[src/rtl/conv_coprocessor_param.sv]
// Parametrised 1-D convolution coprocessor on the ipm IP-side bus.
// X and Y are loaded through auto-incrementing pointers, Z = X*Y is computed one tap per cycle.
module conv_coprocessor_param #(
    parameter int DATA_WIDTH   = 32,
    parameter int CONF_WIDTH   = 5,
    parameter int SAMPLE_WIDTH = 8,
    parameter int ADDR_X       = 5,
    parameter int ADDR_Y       = 5,
    parameter int OUT_WIDTH    = 16
) (
    input  logic                  clk,
    input  logic                  rst,
    input  logic                  en_s,
    input  logic [DATA_WIDTH-1:0] data_in,
    output logic [DATA_WIDTH-1:0] data_out,
    input  logic                  write,
    input  logic                  read,
    input  logic                  start,
    input  logic [CONF_WIDTH-1:0] conf_dbus,
    output logic                  int_req
);
    localparam int DEPTH_X = 1 << ADDR_X;
    localparam int DEPTH_Y = 1 << ADDR_Y;
    localparam int DEPTH_Z = DEPTH_X + DEPTH_Y - 1;
    localparam int ADDR_Z  = $clog2(DEPTH_Z);
    localparam int LXW     = ADDR_X + 1;
    localparam int LYW     = ADDR_Y + 1;
    localparam int NSW     = ADDR_Z + 1;
    localparam int PROD_W  = 2 * SAMPLE_WIDTH + 2;
    localparam int ACC_W   = 2 * SAMPLE_WIDTH + ADDR_Y + 1;

    localparam logic [CONF_WIDTH-1:0] CONF_MEMX   = CONF_WIDTH'(0);
    localparam logic [CONF_WIDTH-1:0] CONF_MEMY   = CONF_WIDTH'(1);
    localparam logic [CONF_WIDTH-1:0] CONF_MEMZ   = CONF_WIDTH'(2);
    localparam logic [CONF_WIDTH-1:0] CONF_SIZE   = CONF_WIDTH'(3);
    localparam logic [CONF_WIDTH-1:0] CONF_CTRL   = CONF_WIDTH'(4);
    localparam logic [CONF_WIDTH-1:0] CONF_STATUS = CONF_WIDTH'(5);

    localparam logic signed [ACC_W-1:0] SAT_SMAX = ACC_W'((1 << (OUT_WIDTH - 1)) - 1);
    localparam logic signed [ACC_W-1:0] SAT_SMIN = ~SAT_SMAX;
    localparam logic signed [ACC_W-1:0] SAT_UMAX = ACC_W'((1 << OUT_WIDTH) - 1);

    typedef enum logic [1:0] {
        ST_IDLE  = 2'd0,
        ST_MAC   = 2'd1,
        ST_STORE = 2'd2,
        ST_DONE  = 2'd3
    } state_t;

    logic [SAMPLE_WIDTH-1:0] x_mem_r [DEPTH_X];
    logic [SAMPLE_WIDTH-1:0] y_mem_r [DEPTH_Y];
    logic [OUT_WIDTH-1:0]    z_mem_r [DEPTH_Z];

    state_t                  state_r, state_nx_s;
    logic [15:0]             len_x_r, len_y_r;
    logic                    signed_r, sat_r, int_en_r, done_r, ovf_r, int_req_r;
    logic [DATA_WIDTH-1:0]   data_out_r;
    logic [ADDR_X-1:0]       ptr_x_r;
    logic [ADDR_Y-1:0]       ptr_y_r;
    logic [ADDR_Z-1:0]       ptr_z_r;
    logic [LXW-1:0]          lx_r;
    logic [LYW-1:0]          ly_r;
    logic [ADDR_Z-1:0]       n_r;
    logic [NSW-1:0]          n_last_r;
    logic [LYW-1:0]          k_r;
    logic signed [ACC_W-1:0] acc_r;

    logic                    busy_s, wr_ok_s, start_ok_s, status_clr_s, zero_len_s;
    logic [LXW-1:0]          lx_clamp_s;
    logic [LYW-1:0]          ly_clamp_s;
    logic [NSW-1:0]          len_sum_s, nk_diff_s;
    logic                    tap_valid_s, k_last_s, n_last_hit_s;
    logic [SAMPLE_WIDTH-1:0] x_samp_s, y_samp_s;
    logic [SAMPLE_WIDTH:0]   x_ext_s, y_ext_s;
    logic signed [PROD_W-1:0] prod_s;
    logic signed [ACC_W-1:0] tap_s;
    logic [OUT_WIDTH-1:0]    store_val_s, z_word_s;
    logic                    clamp_s;
    logic                    done_nx_s, ovf_nx_s, int_en_nx_s;
    logic [DATA_WIDTH-1:0]   z_ext_s, rd_data_s;

    assign data_out = data_out_r;
    assign int_req  = int_req_r;

    assign busy_s       = (state_r != ST_IDLE);
    assign wr_ok_s      = write & ~busy_s;
    assign start_ok_s   = start & ~busy_s & ~write;
    assign status_clr_s = wr_ok_s & (conf_dbus == CONF_STATUS) & data_in[1];

    // Clamp the programmed lengths to the memory depths and derive the last output index
    always_comb begin
        if (len_x_r > 16'(DEPTH_X)) begin
            lx_clamp_s = LXW'(DEPTH_X);
        end else begin
            lx_clamp_s = len_x_r[LXW-1:0];
        end
        if (len_y_r > 16'(DEPTH_Y)) begin
            ly_clamp_s = LYW'(DEPTH_Y);
        end else begin
            ly_clamp_s = len_y_r[LYW-1:0];
        end
        zero_len_s = (lx_clamp_s == LXW'(0)) | (ly_clamp_s == LYW'(0));
        len_sum_s  = NSW'(lx_clamp_s) + NSW'(ly_clamp_s) - NSW'(2);
    end

    // One convolution tap: X[n-k]*Y[k], zero when n-k falls outside the X window
    always_comb begin
        nk_diff_s   = NSW'(n_r) - NSW'(k_r);
        tap_valid_s = (NSW'(n_r) >= NSW'(k_r)) && (nk_diff_s < NSW'(lx_r));
        x_samp_s    = x_mem_r[nk_diff_s[ADDR_X-1:0]];
        y_samp_s    = y_mem_r[k_r[ADDR_Y-1:0]];
        if (signed_r) begin
            x_ext_s = {x_samp_s[SAMPLE_WIDTH-1], x_samp_s};
            y_ext_s = {y_samp_s[SAMPLE_WIDTH-1], y_samp_s};
        end else begin
            x_ext_s = {1'b0, x_samp_s};
            y_ext_s = {1'b0, y_samp_s};
        end
        prod_s = $signed(x_ext_s) * $signed(y_ext_s);
        if (tap_valid_s) begin
            tap_s = {{(ACC_W - PROD_W){prod_s[PROD_W-1]}}, prod_s};
        end else begin
            tap_s = '0;
        end
        k_last_s     = (k_r == ly_r - LYW'(1));
        n_last_hit_s = (NSW'(n_r) == n_last_r);
    end

    // Narrow the accumulator to OUT_WIDTH, either wrapping or clamping
    always_comb begin
        store_val_s = acc_r[OUT_WIDTH-1:0];
        clamp_s     = 1'b0;
        if (sat_r) begin
            if (signed_r) begin
                if (acc_r > SAT_SMAX) begin
                    store_val_s = SAT_SMAX[OUT_WIDTH-1:0];
                    clamp_s     = 1'b1;
                end else if (acc_r < SAT_SMIN) begin
                    store_val_s = SAT_SMIN[OUT_WIDTH-1:0];
                    clamp_s     = 1'b1;
                end else begin
                    store_val_s = acc_r[OUT_WIDTH-1:0];
                    clamp_s     = 1'b0;
                end
            end else begin
                if (acc_r[ACC_W-1]) begin
                    store_val_s = '0;
                    clamp_s     = 1'b1;
                end else if (acc_r > SAT_UMAX) begin
                    store_val_s = SAT_UMAX[OUT_WIDTH-1:0];
                    clamp_s     = 1'b1;
                end else begin
                    store_val_s = acc_r[OUT_WIDTH-1:0];
                    clamp_s     = 1'b0;
                end
            end
        end else begin
            store_val_s = acc_r[OUT_WIDTH-1:0];
            clamp_s     = 1'b0;
        end
    end

    // Next-state logic of the sequencer
    always_comb begin
        state_nx_s = state_r;
        case (state_r)
            ST_IDLE: begin
                if (start_ok_s) begin
                    state_nx_s = zero_len_s ? ST_DONE : ST_MAC;
                end else begin
                    state_nx_s = ST_IDLE;
                end
            end
            ST_MAC: begin
                if (k_last_s) begin
                    state_nx_s = ST_STORE;
                end else begin
                    state_nx_s = ST_MAC;
                end
            end
            ST_STORE: begin
                if (n_last_hit_s) begin
                    state_nx_s = ST_DONE;
                end else begin
                    state_nx_s = ST_MAC;
                end
            end
            ST_DONE: state_nx_s = ST_IDLE;
            default: state_nx_s = ST_IDLE;
        endcase
    end

    // Next values of the done/overflow flags and interrupt enable
    always_comb begin
        done_nx_s   = done_r;
        ovf_nx_s    = ovf_r;
        int_en_nx_s = int_en_r;
        if (start_ok_s || status_clr_s) begin
            done_nx_s = 1'b0;
            ovf_nx_s  = 1'b0;
        end else if (state_r == ST_STORE) begin
            done_nx_s = done_r;
            ovf_nx_s  = ovf_r | clamp_s;
        end else if (state_r == ST_DONE) begin
            done_nx_s = 1'b1;
            ovf_nx_s  = ovf_r;
        end else begin
            done_nx_s = done_r;
            ovf_nx_s  = ovf_r;
        end
        if (wr_ok_s && (conf_dbus == CONF_CTRL)) begin
            int_en_nx_s = data_in[2];
        end else begin
            int_en_nx_s = int_en_r;
        end
    end

    // Read-data multiplexer
    always_comb begin
        z_word_s = z_mem_r[ptr_z_r];
        if (signed_r) begin
            z_ext_s = {{(DATA_WIDTH - OUT_WIDTH){z_word_s[OUT_WIDTH-1]}}, z_word_s};
        end else begin
            z_ext_s = {{(DATA_WIDTH - OUT_WIDTH){1'b0}}, z_word_s};
        end
        rd_data_s = '0;
        case (conf_dbus)
            CONF_MEMZ:   rd_data_s = z_ext_s;
            CONF_SIZE:   rd_data_s = DATA_WIDTH'({len_y_r, len_x_r});
            CONF_CTRL:   rd_data_s = DATA_WIDTH'({int_en_r, sat_r, signed_r});
            CONF_STATUS: rd_data_s = DATA_WIDTH'({ovf_r, done_r, busy_s});
            default:     rd_data_s = '0;
        endcase
    end

    // Sequencer state register
    always_ff @(posedge clk) begin
        if (rst) begin
            state_r <= ST_IDLE;
        end else if (en_s) begin
            state_r <= state_nx_s;
        end
    end

    // Host registers, flags, pointers and the registered read port
    always_ff @(posedge clk) begin
        if (rst) begin
            len_x_r    <= 16'd0;
            len_y_r    <= 16'd0;
            signed_r   <= 1'b0;
            sat_r      <= 1'b0;
            int_en_r   <= 1'b0;
            done_r     <= 1'b0;
            ovf_r      <= 1'b0;
            int_req_r  <= 1'b0;
            data_out_r <= '0;
            ptr_x_r    <= '0;
            ptr_y_r    <= '0;
            ptr_z_r    <= '0;
        end else if (en_s) begin
            done_r    <= done_nx_s;
            ovf_r     <= ovf_nx_s;
            int_en_r  <= int_en_nx_s;
            int_req_r <= done_nx_s & int_en_nx_s;
            if (wr_ok_s) begin
                case (conf_dbus)
                    CONF_MEMX: ptr_x_r <= ptr_x_r + ADDR_X'(1);
                    CONF_MEMY: ptr_y_r <= ptr_y_r + ADDR_Y'(1);
                    CONF_SIZE: begin
                        len_x_r <= data_in[15:0];
                        len_y_r <= data_in[31:16];
                    end
                    CONF_CTRL: begin
                        signed_r <= data_in[0];
                        sat_r    <= data_in[1];
                        if (data_in[3]) begin
                            ptr_x_r <= '0;
                            ptr_y_r <= '0;
                            ptr_z_r <= '0;
                        end
                    end
                    default: ;
                endcase
            end
            // A MEMZ read during a run neither updates data_out nor moves the pointer
            if (read) begin
                if (conf_dbus == CONF_MEMZ) begin
                    if (!busy_s) begin
                        data_out_r <= rd_data_s;
                        ptr_z_r    <= (ptr_z_r == ADDR_Z'(DEPTH_Z - 1)) ? '0 : ptr_z_r + ADDR_Z'(1);
                    end
                end else begin
                    data_out_r <= rd_data_s;
                end
            end
            if (start_ok_s) begin
                ptr_z_r <= '0;
            end
        end
    end

    // MAC datapath: accumulator, tap and output indices
    always_ff @(posedge clk) begin
        if (rst) begin
            lx_r     <= '0;
            ly_r     <= '0;
            n_r      <= '0;
            n_last_r <= '0;
            k_r      <= '0;
            acc_r    <= '0;
        end else if (en_s) begin
            case (state_r)
                ST_IDLE: begin
                    if (start_ok_s) begin
                        lx_r     <= lx_clamp_s;
                        ly_r     <= ly_clamp_s;
                        n_last_r <= len_sum_s;
                        n_r      <= '0;
                        k_r      <= '0;
                        acc_r    <= '0;
                    end
                end
                ST_MAC: begin
                    acc_r <= acc_r + tap_s;
                    k_r   <= k_r + LYW'(1);
                end
                ST_STORE: begin
                    acc_r <= '0;
                    k_r   <= '0;
                    n_r   <= n_r + ADDR_Z'(1);
                end
                default: ;
            endcase
        end
    end

    // Sample memories; contents survive reset
    always_ff @(posedge clk) begin
        if (!rst && en_s) begin
            if (wr_ok_s && (conf_dbus == CONF_MEMX)) begin
                x_mem_r[ptr_x_r] <= data_in[SAMPLE_WIDTH-1:0];
            end
            if (wr_ok_s && (conf_dbus == CONF_MEMY)) begin
                y_mem_r[ptr_y_r] <= data_in[SAMPLE_WIDTH-1:0];
            end
            if (state_r == ST_STORE) begin
                z_mem_r[n_r] <= store_val_s;
            end
        end
    end

endmodule

[config.mk]
export PLATFORM = sky130hd
export DESIGN_NAME = conv_coprocessor_param
export DESIGN_NICKNAME = d
export VERILOG_FILES = /design/src/rtl/conv_coprocessor_param.sv
export SDC_FILE = /design/constraint.sdc
export NUM_CORES = 2
export LEC_CHECK = 0
export BUFFER_PORTS_ARGS = -buffer_cell sky130_fd_sc_hd__buf_2
export CORE_ASPECT_RATIO = 1.75
export CORE_MARGIN = 2
export CORE_UTILIZATION = 35
export CTS_BUF_LIST = sky130_fd_sc_hd__clkbuf_2 sky130_fd_sc_hd__clkbuf_4 sky130_fd_sc_hd__clkbuf_8
export CTS_CLUSTER_SIZE = 14
export DETAILED_ROUTE_END_ITERATION = 10
export PLACE_DENSITY = 0.55
export REMOVE_ABC_BUFFERS = 1
export SYNTH_ARGS = -nofsm -noshare
export SYNTH_HDL_FRONTEND = slang
export SYNTH_SLANG_ARGS = --single-unit
[constraint.sdc]
create_clock -name clk -period 22.2 [get_ports clk]
set_input_delay 2.22 -clock clk [delete_from_list [all_inputs] [get_ports clk]]
set_output_delay 2.22 -clock clk [all_outputs]
set_load 0.005 [all_outputs]
Yosys cells after proc, flatten, opt, wreduce, memory -nomap -nowiden
Memory sizes are Yosys's and may differ from the RTL's. A register that Yosys moved wholly into a read port is not among the register bits.
Cells that the tools add are included.
- register bits after elaboration: 141
- bits in latches: 0
- memory bits (writable): 1520
- ROM bits: 0
- output and inout bits: 33
- logic and storage cells: 151
- memories: 3
- memories (memory ; depth ; width ; read ports ; clocked after Yosys merged registers in ; write ports ; line ; RTL):
    z_mem_r ; 63 ; 16 ; 1 ; 1 ; 1 ; 52 ; logic [OUT_WIDTH-1:0] z_mem_r [DEPTH_Z];
    x_mem_r ; 32 ; 8 ; 1 ; 0 ; 1 ; 50 ; logic [SAMPLE_WIDTH-1:0] x_mem_r [DEPTH_X];
    y_mem_r ; 32 ; 8 ; 1 ; 1 ; 1 ; 51 ; logic [SAMPLE_WIDTH-1:0] y_mem_r [DEPTH_Y];
- $add $sub $neg: 10
- $mul: 1
- divide/modulo/power cells: 0
- $lt $le $gt $ge: 7
- eq/ne operators: 14
- shift operators: 0
- multiplexer cells: 61
- bitwise gates (word level): 10
- reductions and logical operators: 26
- operator list (operator ; count):
    32-bit one-hot mux with 4 select lines ; 1
    16-bit two-way mux ; 6
    32-bit two-way mux ; 3
    6-bit two-way mux ; 13
    22-bit one-hot mux with 3 select lines ; 1
    22-bit two-way mux ; 2
    16-bit by 6-bit greater-than comparator with 1-bit output (second input constant) ; 2
    22-bit adder ; 1
    22-bit by 16-bit greater-than comparator with 1-bit output (second input constant) ; 1
    22-bit by 17-bit greater-than comparator with 1-bit output (second input constant) ; 1
    22-bit by 16-bit < comparator with 1-bit output (second input constant) ; 1
    1-bit two-way mux ; 21
    5-bit one-hot mux with 2 select lines ; 2
    6-bit by 1-bit adder with 6-bit output (second input constant) ; 3
    9-bit by 9-bit multiplier with 18-bit output ; 1
    9-bit two-way mux ; 2
    6-bit one-hot mux with 3 select lines ; 1
    3-bit AND reduction ; 6
    5-bit two-way mux ; 3
    6-bit logical NOT ; 2
    6-bit one-hot mux with 2 select lines ; 1
    5-bit by 1-bit adder with 5-bit output (second input constant) ; 2
    5-bit by 2-bit equality test with 1-bit output (second input constant) ; 2
    5-bit by 3-bit equality test with 1-bit output (second input constant) ; 2
    27 further kinds ; 49

Longest topological paths before layout
- depth in word-level cells: 10
- depth in mapped cells: 39

Worst setup path before layout
No wires, ideal clock.
- path type: reg2reg
- start: register n_r[1]
- end: register acc_r[19]
- data arrival time: 9.161 ns
- required time: 22.083 ns
- setup slack: 12.923 ns
- cell stages (with the launch flop): 36
- path buffers: 2
- clock period less this slack: 9.277 ns
- path through: dfxtp_1 > clkbuf_1 > inv_1 > fa_1 > xnor2_1 > buf_2 > mux4_2 > mux2_2 > and2_1 > fa_1 > inv_1 > fa_1 > inv_1 > fa_1 > fa_1 > inv_1 > fa_1 > inv_1 > ha_1 > inv_1 > o21bai_1 > a21oi_1 > o21ai_0 > a21o_1 > o31a_1 > a21oi_1 > ha_1 > a21o_1 > a21o_1 > a21oi_1 > nand2_1 > o21ai_0 > o22ai_1 > a22oi_1 > xnor2_1 > a22o_1
- longest elaborated chain between the ends: 7
- elaborated cells between the ends (all ways): 10
- those cells by class: add/sub: 2; mul: 1; order compare: 2; mux: 3; reduce/logical: 1; memory: 1
- RTL lines (what ; line ; RTL):
    from (decl) ; 63 ; logic [ADDR_Z-1:0] n_r;
    from (signal assigned) ; 330 ; n_r <= n_r + ADDR_Z'(1);
    6-bit by 6-bit subtractor with 7-bit output ; 108 ; nk_diff_s = NSW'(n_r) - NSW'(k_r);
    memory 32 x 8 bit ; n/a ;
    9-bit two-way mux ; 112 ; if (signed_r) begin
    9-bit by 9-bit multiplier with 18-bit output ; 119 ; prod_s = $signed(x_ext_s) * $signed(y_ext_s);
    22-bit two-way mux * ; 120 ; if (tap_valid_s) begin
    22-bit adder * ; 324 ; acc_r <= acc_r + tap_s;
    22-bit one-hot mux with 3 select lines * ; 312 ; case (state_r)
    to (signal assigned) ; 324 ;
    to (decl) ; 66 ; logic signed [ACC_W-1:0] acc_r;
Every way passes the cells marked *; elsewhere a longest branch is shown, timed or not.
A chain may end at the register's enable or synchronous reset.

Final worst setup path
- start: register n_r[0]
- end: register acc_r[21]
The elaborated chain is that of the path after synthesis.

==> results.yml <==
synth:
  synth_edf_count: 1520
  yosysMostFrequentCell: "edfxtp_1"
  synth.avg_cell_area_um2: 18.7
  async_flop_share: 0
  synth_cell_types: 58
  synthTopCellsByArea: "edfxtp_1 (66%), mux4_2 (16%), dfxtp_1 (4.4%)"
  ys_ff_latch: 1672
  mappedNetlistArea_mm2: 0.0693
  syn_inst: 3712
  synth_top_area_frac: 0.659
  ys.flop_type: "edfxtp_1"
  yosysTopAreaCell: "edfxtp_1"
  yosys_warnings: 0
  yosys-top-cells-count: "edfxtp_1 (1520), mux4_2 (480), nor2_1 (295), nand2_1 (207), dfxtp_1 (152)"
  seq_area_frac_synth: 0.703
hold_path:
  hold_path.class: "register to register"
worst_setup_path:
  worstPathMaxFanout: 41
  worstSetupPathType: "register to register"
  endpoint_kind: "register"
  cp-start-kind: "register"
  crit_slowest_cell: "buf_4"
  critPathArrivalTime_ns: 11.26
  max_stage_delay_ns: 0.75
  required_ns: 22.97
placement:
  dp.cells: 6361
  place_ws_ns: 11.76
  io_buffer_count: 75
  gp_congestion: 0.873
  place_area_mm2: 0.0734
  hpwl_um: 119000
timing:
  finalSetupViolCount: 0
  fmax_mhz: 95.3
  post-route-period-util: 0.473
  fin_crit_ns: 10.49
  drv_slew: 0
  whs_ns: 0.441
  setup_ws_ns: 11.71
  rsz0062_at_grt: "false"
  setup_tns_ns: 0
  slew-limit-headroom: 0.158
  worst_slew_pin_slew_ns: 1.26
  fin_worst_skew_ns: 0.116
  hold_viol_final: 0
clocking:
  cts_setup_buffers: 0
  clkSlewWorstSetupHoldPaths_ns: 0.06
  clock_latency_ns: 0.98
  cts_inserted_buffers: 244
  cts.sinks: 1672
  ctsHoldBuffers: 0
  cts_tree: "built"
  cts_root_buffer: "clkbuf_8"
  cts_resized: 0
  cts.path.max_buffers: 4
  cts_max_level: 4
final_layout:
  multiInputGateArea_mm2: 0.0196
  stdcell_count: 6808
  area_delta_synth_final_pct: 13.1
  fin_area_mm2: 0.0783
  nets: 4200
  drive_above_1_share: 0.291
  seqCellArea_mm2: 0.0487
  fillers: 18000
  final_util: 0.397
routing:
  via_per_inst: 5.21
  antenna_left: 0
  vias: 35500
  drc: 0
  route.detailed.wl_per_inst_um: 27.3
  drtIter0Drc: 3018
  dr.pass1.iters: 5
  finalWirelength_um: 186000
die:
  core_mm2: 0.197
  die_h_um: 592
  dieArea_mm2: 0.202
  rows: 216
  io-pin-count: 76
  die_w_um: 340
  start_util: 0.351
pwr:
  power_mw: 6.40
  ir_drop_mv: 0.0425
  power_leakage_nw: 25.1
  power_density_mw_per_mm2: 81.7
flow_run:
  drv_cap: 0
grt:
  grt_overflow: 0
  grt_max_degree: 141
  antenna_found_initial: 7
  grt_pass1_vias: 37700
  grtUsageTotal: 0.183
  grt_pass1_wl_um: 266000
status:
  outcome: "finished, final reports clean"
-- per-layer routing --
metal | up-vias | GRT usage | routed length [um] | part of all wire
met5 | - | 0 | 50 | 0.00027
met4 | 8 | 0.0763 | 7670 | 0.041
met3 | 325 | 0.0291 | 8820 | 0.047
met2 | 1032 | 0.363 | 107000 | 0.57
met1 | 18800 | 0.188 | 62600 | 0.34
li1 | 15300 | - | - | -
-- critical path, delay by kind of cell (launching register included) --
| family | cells | cell delay (ns) |
|---|---|---|
| simple gates | 2 | 0.34 |
| buf+inv | 6 | 1.17 |
| flops | 1 | 0.44 |
| fa+ha+maj | 8 | 3.64 |
| mux | 5 | 2.19 |
| compound gates | 12 | 2.50 |
-- power breakdown --
group	internal [mW]	switching [mW]
Sequential	3.42	0.00597
Clock	1.33	1.16
Combinational	0.187	0.290
-- cells by family (layout without fill, tap and decap cells) --
kind of cell / count (synthesis) / in the layout / share of synthesized area
AO/OA/AOI/OAI: 301 / 301 / 0.0270
buffers and inverters: 306 / 782 / 0.0176
XOR/XNOR: 68 / 68 / 0.00860
AND/OR/NAND/NOR: 663 / 663 / 0.0414
multiplexers: 536 / 536 / 0.164
adder cells (fa/ha/maj): 166 / 166 / 0.0380
other: 0 / 4 / 0
flip-flops: 1672 / 1672 / 0.703
-- area by class of cell --
type	instances	area share
Sequential cell	1672	0.622
Multi-Input combinational cell	1734	0.250
Clock buffer	363	0.0552
Tap cell	2616	0.0418
Timing Repair Buffer	209	0.0178
Clock inverter	80	0.00725
Inverter	130	0.00623
Antenna cell	4	0.000128
-- sequential cells by signal (all words and copies together) (netlist names), 2 cells and up, named ones only --
name and flops:
data_out 32, z_mem_r 1008, n_r 6, len_x_r 16, ptr_y_r 5, x_mem_r 256
ptr_x_r 5, len_y_r 16, k_r 6, ptr_z_r 6, state_r 2, y_mem_r 256
lx_r 6, n_last_r 7, acc_r 22, ly_r 6
-- final timing paths --
kind,startpoint,end,slack (ns),cells after the start
setup / recovery,n_r[0],acc_r[21],11.71,33
hold / removal,data_out[26],data_out[26],0.44,2
setup reg to reg,n_r[0],acc_r[21],11.71,33
hold reg to reg,data_out[26],data_out[26],0.44,2
-- cells in the final DEF (no fill, tap or decap), types with 10 or more instances in the layout --
cell type,count
nand3_1,27
buf_2,74
ha_1,91
a211oi_1,23
clkinv_1,43
nand3b_1,11
clkinv_2,22
mux2_2,10
a21oi_1,107
buf_4,134
dfxtp_1,146
clkbuf_8,255
or2_2,10
edfxtp_1,1520
a21oi_2,10
nor3_1,27
xor2_1,27
inv_1,130
fa_1,73
clkbuf_4,108
nand2_1,207
a31oi_1,10
a21o_1,15
o21a_2,15
o21ai_0,50
mux4_2,480
o21ai_1,11
nor2_2,62
mux2i_1,46
nand4_1,19
nand2b_1,14
nor2b_1,13
nor4_1,10
xnor2_1,39
nor2_1,233
a22oi_1,16
(Power assumes the default switching activity.)
